**src/rtl/bip_sequencer.sv**
```systemverilog
// rtl/bip_sequencer.sv - program loader and run/step controller for a BIP CPU
//
// Purpose: streams a program into instruction memory, then runs it freely or
// one instruction at a time, watching the fetched opcode for HALT (opcode 0).
//
// Ports:
//   clk, reset          clock; asynchronous active-low reset
//   cmd_valid/code/ready command channel (00 LOAD, 01 RUN, 10 STEP, 11 ABORT)
//   ld_valid/data/last/ready  program word stream
//   prog_we/addr/wdata  program memory write port
//   fetch_opcode        opcode at the CPU's current PC
//   cpu_start, cpu_clr  CPU PC-enable and synchronous clear
//   busy, done, halted, load_err, cycle_count  status
module bip_sequencer #(
  parameter int len_data   = 16,
  parameter int len_addr   = 11,
  parameter int len_opcode = 5,
  parameter int len_cnt    = 16
) (
  input  logic                  clk,
  input  logic                  reset,
  input  logic                  cmd_valid,
  input  logic [1:0]            cmd_code,
  output logic                  cmd_ready,
  input  logic                  ld_valid,
  input  logic [len_data-1:0]   ld_data,
  input  logic                  ld_last,
  output logic                  ld_ready,
  output logic                  prog_we,
  output logic [len_addr-1:0]   prog_addr,
  output logic [len_data-1:0]   prog_wdata,
  input  logic [len_opcode-1:0] fetch_opcode,
  output logic                  cpu_start,
  output logic                  cpu_clr,
  output logic                  busy,
  output logic                  done,
  output logic                  halted,
  output logic                  load_err,
  output logic [len_cnt-1:0]    cycle_count
);

  typedef enum logic [2:0] {
    S_IDLE, S_LOAD, S_CLEAR, S_RUN, S_PAUSE, S_STEP
  } state_t;

  localparam logic [1:0] CMD_LOAD  = 2'b00;
  localparam logic [1:0] CMD_RUN   = 2'b01;
  localparam logic [1:0] CMD_STEP  = 2'b10;
  localparam logic [1:0] CMD_ABORT = 2'b11;

  localparam logic [len_addr-1:0] ADDR_MAX = '1;
  localparam logic [len_cnt-1:0]  CNT_MAX  = '1;

  state_t              state_q, state_d;
  logic [len_addr-1:0] addr_q, addr_d;
  logic                step_mode_q, step_mode_d;
  logic [len_cnt-1:0]  cnt_q, cnt_d;
  logic                halted_q, halted_d;
  logic                load_err_q, load_err_d;
  logic                done_q, done_d;

  logic is_halt;
  logic abort_cmd;

  assign is_halt   = (fetch_opcode == '0);
  // Only meaningful in states where cmd_ready is 1.
  assign abort_cmd = cmd_valid && (cmd_code == CMD_ABORT);

  always_ff @(posedge clk or negedge reset) begin
    if (!reset) begin
      state_q     <= S_IDLE;
      addr_q      <= '0;
      step_mode_q <= 1'b0;
      cnt_q       <= '0;
      halted_q    <= 1'b0;
      load_err_q  <= 1'b0;
      done_q      <= 1'b0;
    end else begin
      state_q     <= state_d;
      addr_q      <= addr_d;
      step_mode_q <= step_mode_d;
      cnt_q       <= cnt_d;
      halted_q    <= halted_d;
      load_err_q  <= load_err_d;
      done_q      <= done_d;
    end
  end

  always_comb begin
    state_d     = state_q;
    addr_d      = addr_q;
    step_mode_d = step_mode_q;
    cnt_d       = cnt_q;
    halted_d    = halted_q;
    load_err_d  = load_err_q;
    done_d      = 1'b0;
    cmd_ready   = 1'b1;
    ld_ready    = 1'b0;
    prog_we     = 1'b0;
    prog_addr   = '0;
    prog_wdata  = '0;
    cpu_start   = 1'b0;
    cpu_clr     = 1'b0;

    case (state_q)
      S_IDLE: begin
        if (cmd_valid) begin
          case (cmd_code)
            CMD_LOAD: begin
              state_d    = S_LOAD;
              addr_d     = '0;
              load_err_d = 1'b0;
            end
            CMD_RUN: begin
              state_d     = S_CLEAR;
              step_mode_d = 1'b0;
            end
            CMD_STEP: begin
              state_d     = S_CLEAR;
              step_mode_d = 1'b1;
            end
            default: ;
          endcase
        end
      end
      S_LOAD: begin
        ld_ready = 1'b1;
        if (abort_cmd) begin
          state_d = S_IDLE;
        end else if (ld_valid) begin
          prog_we    = 1'b1;
          prog_addr  = addr_q;
          prog_wdata = ld_data;
          // Address never wraps: the top slot is written and then either
          // the load ends cleanly (ld_last) or is flagged as an overflow.
          if (addr_q != ADDR_MAX) begin
            addr_d = addr_q + 1'b1;
          end
          if (ld_last) begin
            state_d = S_IDLE;
          end else if (addr_q == ADDR_MAX) begin
            load_err_d = 1'b1;
            state_d    = S_IDLE;
          end
        end
      end
      S_CLEAR: begin
        cmd_ready = 1'b0;
        cpu_clr   = 1'b1;
        cnt_d     = '0;
        halted_d  = 1'b0;
        state_d   = step_mode_q ? S_PAUSE : S_RUN;
      end
      S_RUN: begin
        cpu_start = !is_halt;
        if (abort_cmd) begin
          state_d = S_IDLE;
        end else if (is_halt) begin
          halted_d = 1'b1;
          done_d   = 1'b1;
          state_d  = S_IDLE;
        end
      end
      S_PAUSE: begin
        if (abort_cmd) begin
          state_d = S_IDLE;
        end else if (is_halt) begin
          halted_d = 1'b1;
          done_d   = 1'b1;
          state_d  = S_IDLE;
        end else if (cmd_valid && cmd_code == CMD_STEP) begin
          state_d = S_STEP;
        end else if (cmd_valid && cmd_code == CMD_RUN) begin
          state_d = S_RUN;
        end
      end
      S_STEP: begin
        cmd_ready = 1'b0;
        cpu_start = 1'b1;
        state_d   = S_PAUSE;
      end
      default: state_d = S_IDLE;
    endcase

    if (cpu_start && cnt_q != CNT_MAX) begin
      cnt_d = cnt_q + len_cnt'(1);
    end
  end

  assign busy        = (state_q != S_IDLE);
  assign done        = done_q;
  assign halted      = halted_q;
  assign load_err    = load_err_q;
  assign cycle_count = cnt_q;

endmodule

```
**config.mk**
```make
export PLATFORM = sky130hd
export DESIGN_NAME = bip_sequencer
export DESIGN_NICKNAME = d
export VERILOG_FILES = /design/src/rtl/bip_sequencer.sv
export SDC_FILE = /design/constraint.sdc
export NUM_CORES = 1
export LEC_CHECK = 0
export CAP_MARGIN = 20
export CELL_PAD_IN_SITES_DETAIL_PLACEMENT = 1
export CELL_PAD_IN_SITES_GLOBAL_PLACEMENT = 1
export CORE_UTILIZATION = 33
export DETAILED_ROUTE_END_ITERATION = 6
export HOLD_SLACK_MARGIN = 0.12
export PLACE_DENSITY = 0.9
export SLEW_MARGIN = 10
export SYNTH_ARGS = -nofsm -noshare
export SYNTH_HDL_FRONTEND = slang
export SYNTH_SLANG_ARGS = --single-unit
```
**constraint.sdc**
```tcl
create_clock -name clk -period 2.5 [get_ports clk]
set_clock_uncertainty 0.05 [all_clocks]
set_input_delay 0.375 -clock clk [delete_from_list [all_inputs] [get_ports clk]]
set_output_delay 0.375 -clock clk [all_outputs]
set_load 0.01 [all_outputs]
```
==> flow_summary.json <==
{
  "drive_above_1_share": 0.1373,
  "clock_latency_ns": 0.29,
  "netlist_instances": 259,
  "yosys.area.top_type": "dfrtp_1",
  "synth_common_cells": "34 x dfrtp_1, 31 x and2_1, 24 x nand2_1",
  "worst_slew_margin_rel": 0.6173,
  "die_h_um": 84.71,
  "cellPowerDensity_mw_per_mm2": 748.0,
  "power_leakage_nw": 1.695,
  "finalHoldViolations": 0,
  "crit_type": "flip-flop to primary output",
  "final_max_slew_viol_count": 0,
  "synth_top_area_share": 0.3769,
  "critPathMaxStageDelay_ns": 0.49,
  "synth-seq-cells": 34,
  "clk_pin_slew_ns": 0.07,
  "crit_slowest_cell": "dfrtp_1",
  "synth-xor-area-share": 0,
  "cts_buffers": 5,
  "core_sq_mm": 0.006459,
  "ys.flop_type": "dfrtp_1",
  "area_growth_pct": 48.89,
  "fin_crit_sh": 0.9587,
  "synth_edf_count": 0,
  "grt_pass1_wl_um": 11620,
  "timing.critical_path.buf_inv": 1,
  "max_freq_mhz": 417.2,
  "arrival_ns": 1.97,
  "maxCapViolCount": 0,
  "cts_tree": "yes",
  "antenna_cells": 0,
  "cts_max_path_buffers": 2,
  "synth_area_sq_mm": 0.002257,
  "syn_nets": 293,
  "power_w": 0.002514,
  "synth_top_family_by_area": "simple AND/OR/NAND/NOR gates",
  "antenna_found_initial": 0,
  "synthAdderAreaFrac": 0.03326,
  "intPower_w": 0.001554,
  "setup_violations": 0,
  "grt_pass1_vias": 2420,
  "instances_no_fill": 434,
  "fp.dieW_um": 84.71,
  "routedWlPerCell_um": 16.38,
  "synth_area_leaders": "dfrtp_1 38%, and2_1 8.6%, and3_1 4.4%",
  "cp_data_required_time_ns": 2.08,
  "status": "finished with violations",
  "cp_cell_sequence": "nand2b_1, or2_2, and2_1, clkdlybuf4s50_1",
  "avgSynthCellArea_sq_um": 8.715,
  "yosysMostFrequentCell": "dfrtp_1",
  "yosys_warnings": 0,
  "wl_um": 7111,
  "vias": 2398,
  "peakVddDrop_mv": 0.4345,
  "yosysSeqAreaShare": 0.3769,
  "synth_mux_area_frac": 0.01940,
  "hold_buffers": 0,
  "viasPerCell": 5.525,
  "rsz0062_at_grt": "false",
  "cts_sinks": 34,
  "pwr-share-clk": 0.211,
  "path_delay_family": "simple AND/OR/NAND/NOR gates",
  "drc": 12,
  "ant_nets": 0,
  "dpl.hpwl_um": 5259,
  "io_buffers": 79,
  "sw_frac_of_total": 0.3818,
  "failed_checks": "DRC",
  "cp-end-kind": "primary output",
  "track_usage": 0.2048,
  "first_pass_iters": 7,
  "finalCriticalPeriod_ns": 2.397,
  "rows": 29,
  "hold_path_class": "flip-flop to flip-flop",
  "grt_max_degree": 35,
  "pin_count": 80,
  "htree_levels": 2,
  "grt-ovfl-total": 0,
  "synth-simple-area-share": 0.3476,
  "drt_iter0_drc": 135,
  "p_comb_frac": 0.502,
  "power_frac_seq": 0.287,
  "ys_async_sr_fraction": 1.000,
  "synth_cell_types": 51,
  "holdWs_ns": 0.4312,
  "placed_cells": 426,
  "die_area_sq_mm": 0.007175,
  "reg2reg_setup_slack_ns": 0.20,
  "tightest_slew_ns": 0.5740,
  "initial_core_util": 0.3495,
  "crit_fanout": 8,
  "gp_congestion": 0.7917,
  "startpoint_type": "flip-flop",
  "layout.nets": 391,
  "synth-compound-area-share": 0.1818,
  "switchingPower_w": 0.0009599,
  "cts_root_buf": "clkbuf_8"
}
-- through the flow --
stage | utilization | setup WS [ns] | setup TNS [ns] | instance area [sq um]
after global routing | 0.5203 | 0.02332 | 0 | 3361
final | 0.5203 | 0.1033 | 0 | 3361
after global placement | 0.5054 | -0.03887 | -0.8488 | 3264
after CTS | 0.5196 | 0.05829 | 0 | 3356
after detailed placement | 0.5054 | -0.1202 | -2.812 | 3264
after floorplan | - | 0.3331 | 0 | 2257
-- power by group through the flow --
| stage | clock [W] | combinational, W | sequential, W |
|---|---|---|---|
| after floorplan | 0 | 0.000712 | 0.000696 |
| after global placement | 0 | 0.00123 | 0.000715 |
| after detailed placement | 0 | 0.00127 | 0.000726 |
| after CTS | 0.000540 | 0.00127 | 0.000717 |
| after global routing | 0.000562 | 0.00138 | 0.000733 |
| final | 0.000531 | 0.00126 | 0.000722 |
-- cell type report --
type	count	area (sq um)
fillers	772	3098
multi-input cells	207	1321
repair buffers	101	948.4
flip-flops and latches	34	852.1
well taps	77	96.34
clock buffers	6	82.58
clock inverters	1	30.03
inverters	8	30.03
-- timing repair --
action / in CTS / in global routing
setup buffers: 1 / 0
resized for setup: 30 / 2
endpoints found under the setup margin: 29 / 3
-- metal layers --
layer,track usage,part of all wire
met5,0,0
met4,0.05547,0.0090
met3,0.04916,0.069
met2,0.3895,0.51
met1,0.2263,0.41
-- flip-flops by register name (all words and copies together), names as in the netlist --
signal,flops
done,1
state_q,3
halted,1
step_mode_q,1
load_err,1
cycle_count,16
addr_q,11
-- path summary, 6_finish.rpt --
check,start,to,cells after the start
setup reg to reg,state_q[1]$_DFFE_PN0P_,cycle_count[12]$_DFFE_PN0P_,6
hold / removal,halted$_DFFE_PN0P_,halted$_DFFE_PN0P_,1
hold reg to reg,halted$_DFFE_PN0P_,halted$_DFFE_PN0P_,1
setup / recovery,state_q[1]$_DFFE_PN0P_,cmd_ready,4
min in group asynchronous,reset,addr_q[7]$_DFFE_PN0P_,2
max in group asynchronous,reset,state_q[2]$_DFFE_PN0P_,2
-- cells by family (layout without fill, tap and decap cells) --
logic type,count (synthesis),after routing
multiplexers,4,4
flip-flops,34,34
AND/OR/NAND/NOR,142,142
adder cells (fa/ha/maj),6,6
AO/OA/AOI/OAI,55,55
buffers and inverters,18,116
-- cell usage in the layout, fill, tap and decap left out, types with 6 or more instances in the layout --
cell type | netlist | final
clkdlybuf4s50_1 | 0 | 50
and2_1 | 31 | 31
nor2_1 | 13 | 13
inv_1 | 7 | 7
dlygate4sd2_1 | 0 | 28
buf_4 | 2 | 20
clkbuf_8 | 0 | 6
nor3_1 | 13 | 13
ha_1 | 6 | 6
a211o_1 | 10 | 10
o21ai_0 | 14 | 14
nand3_1 | 18 | 18
and3_1 | 16 | 15
nand4_1 | 7 | 7
nand2_1 | 24 | 23
dfrtp_1 | 34 | 33
Note: power is estimated with default switching activity, not from simulation.
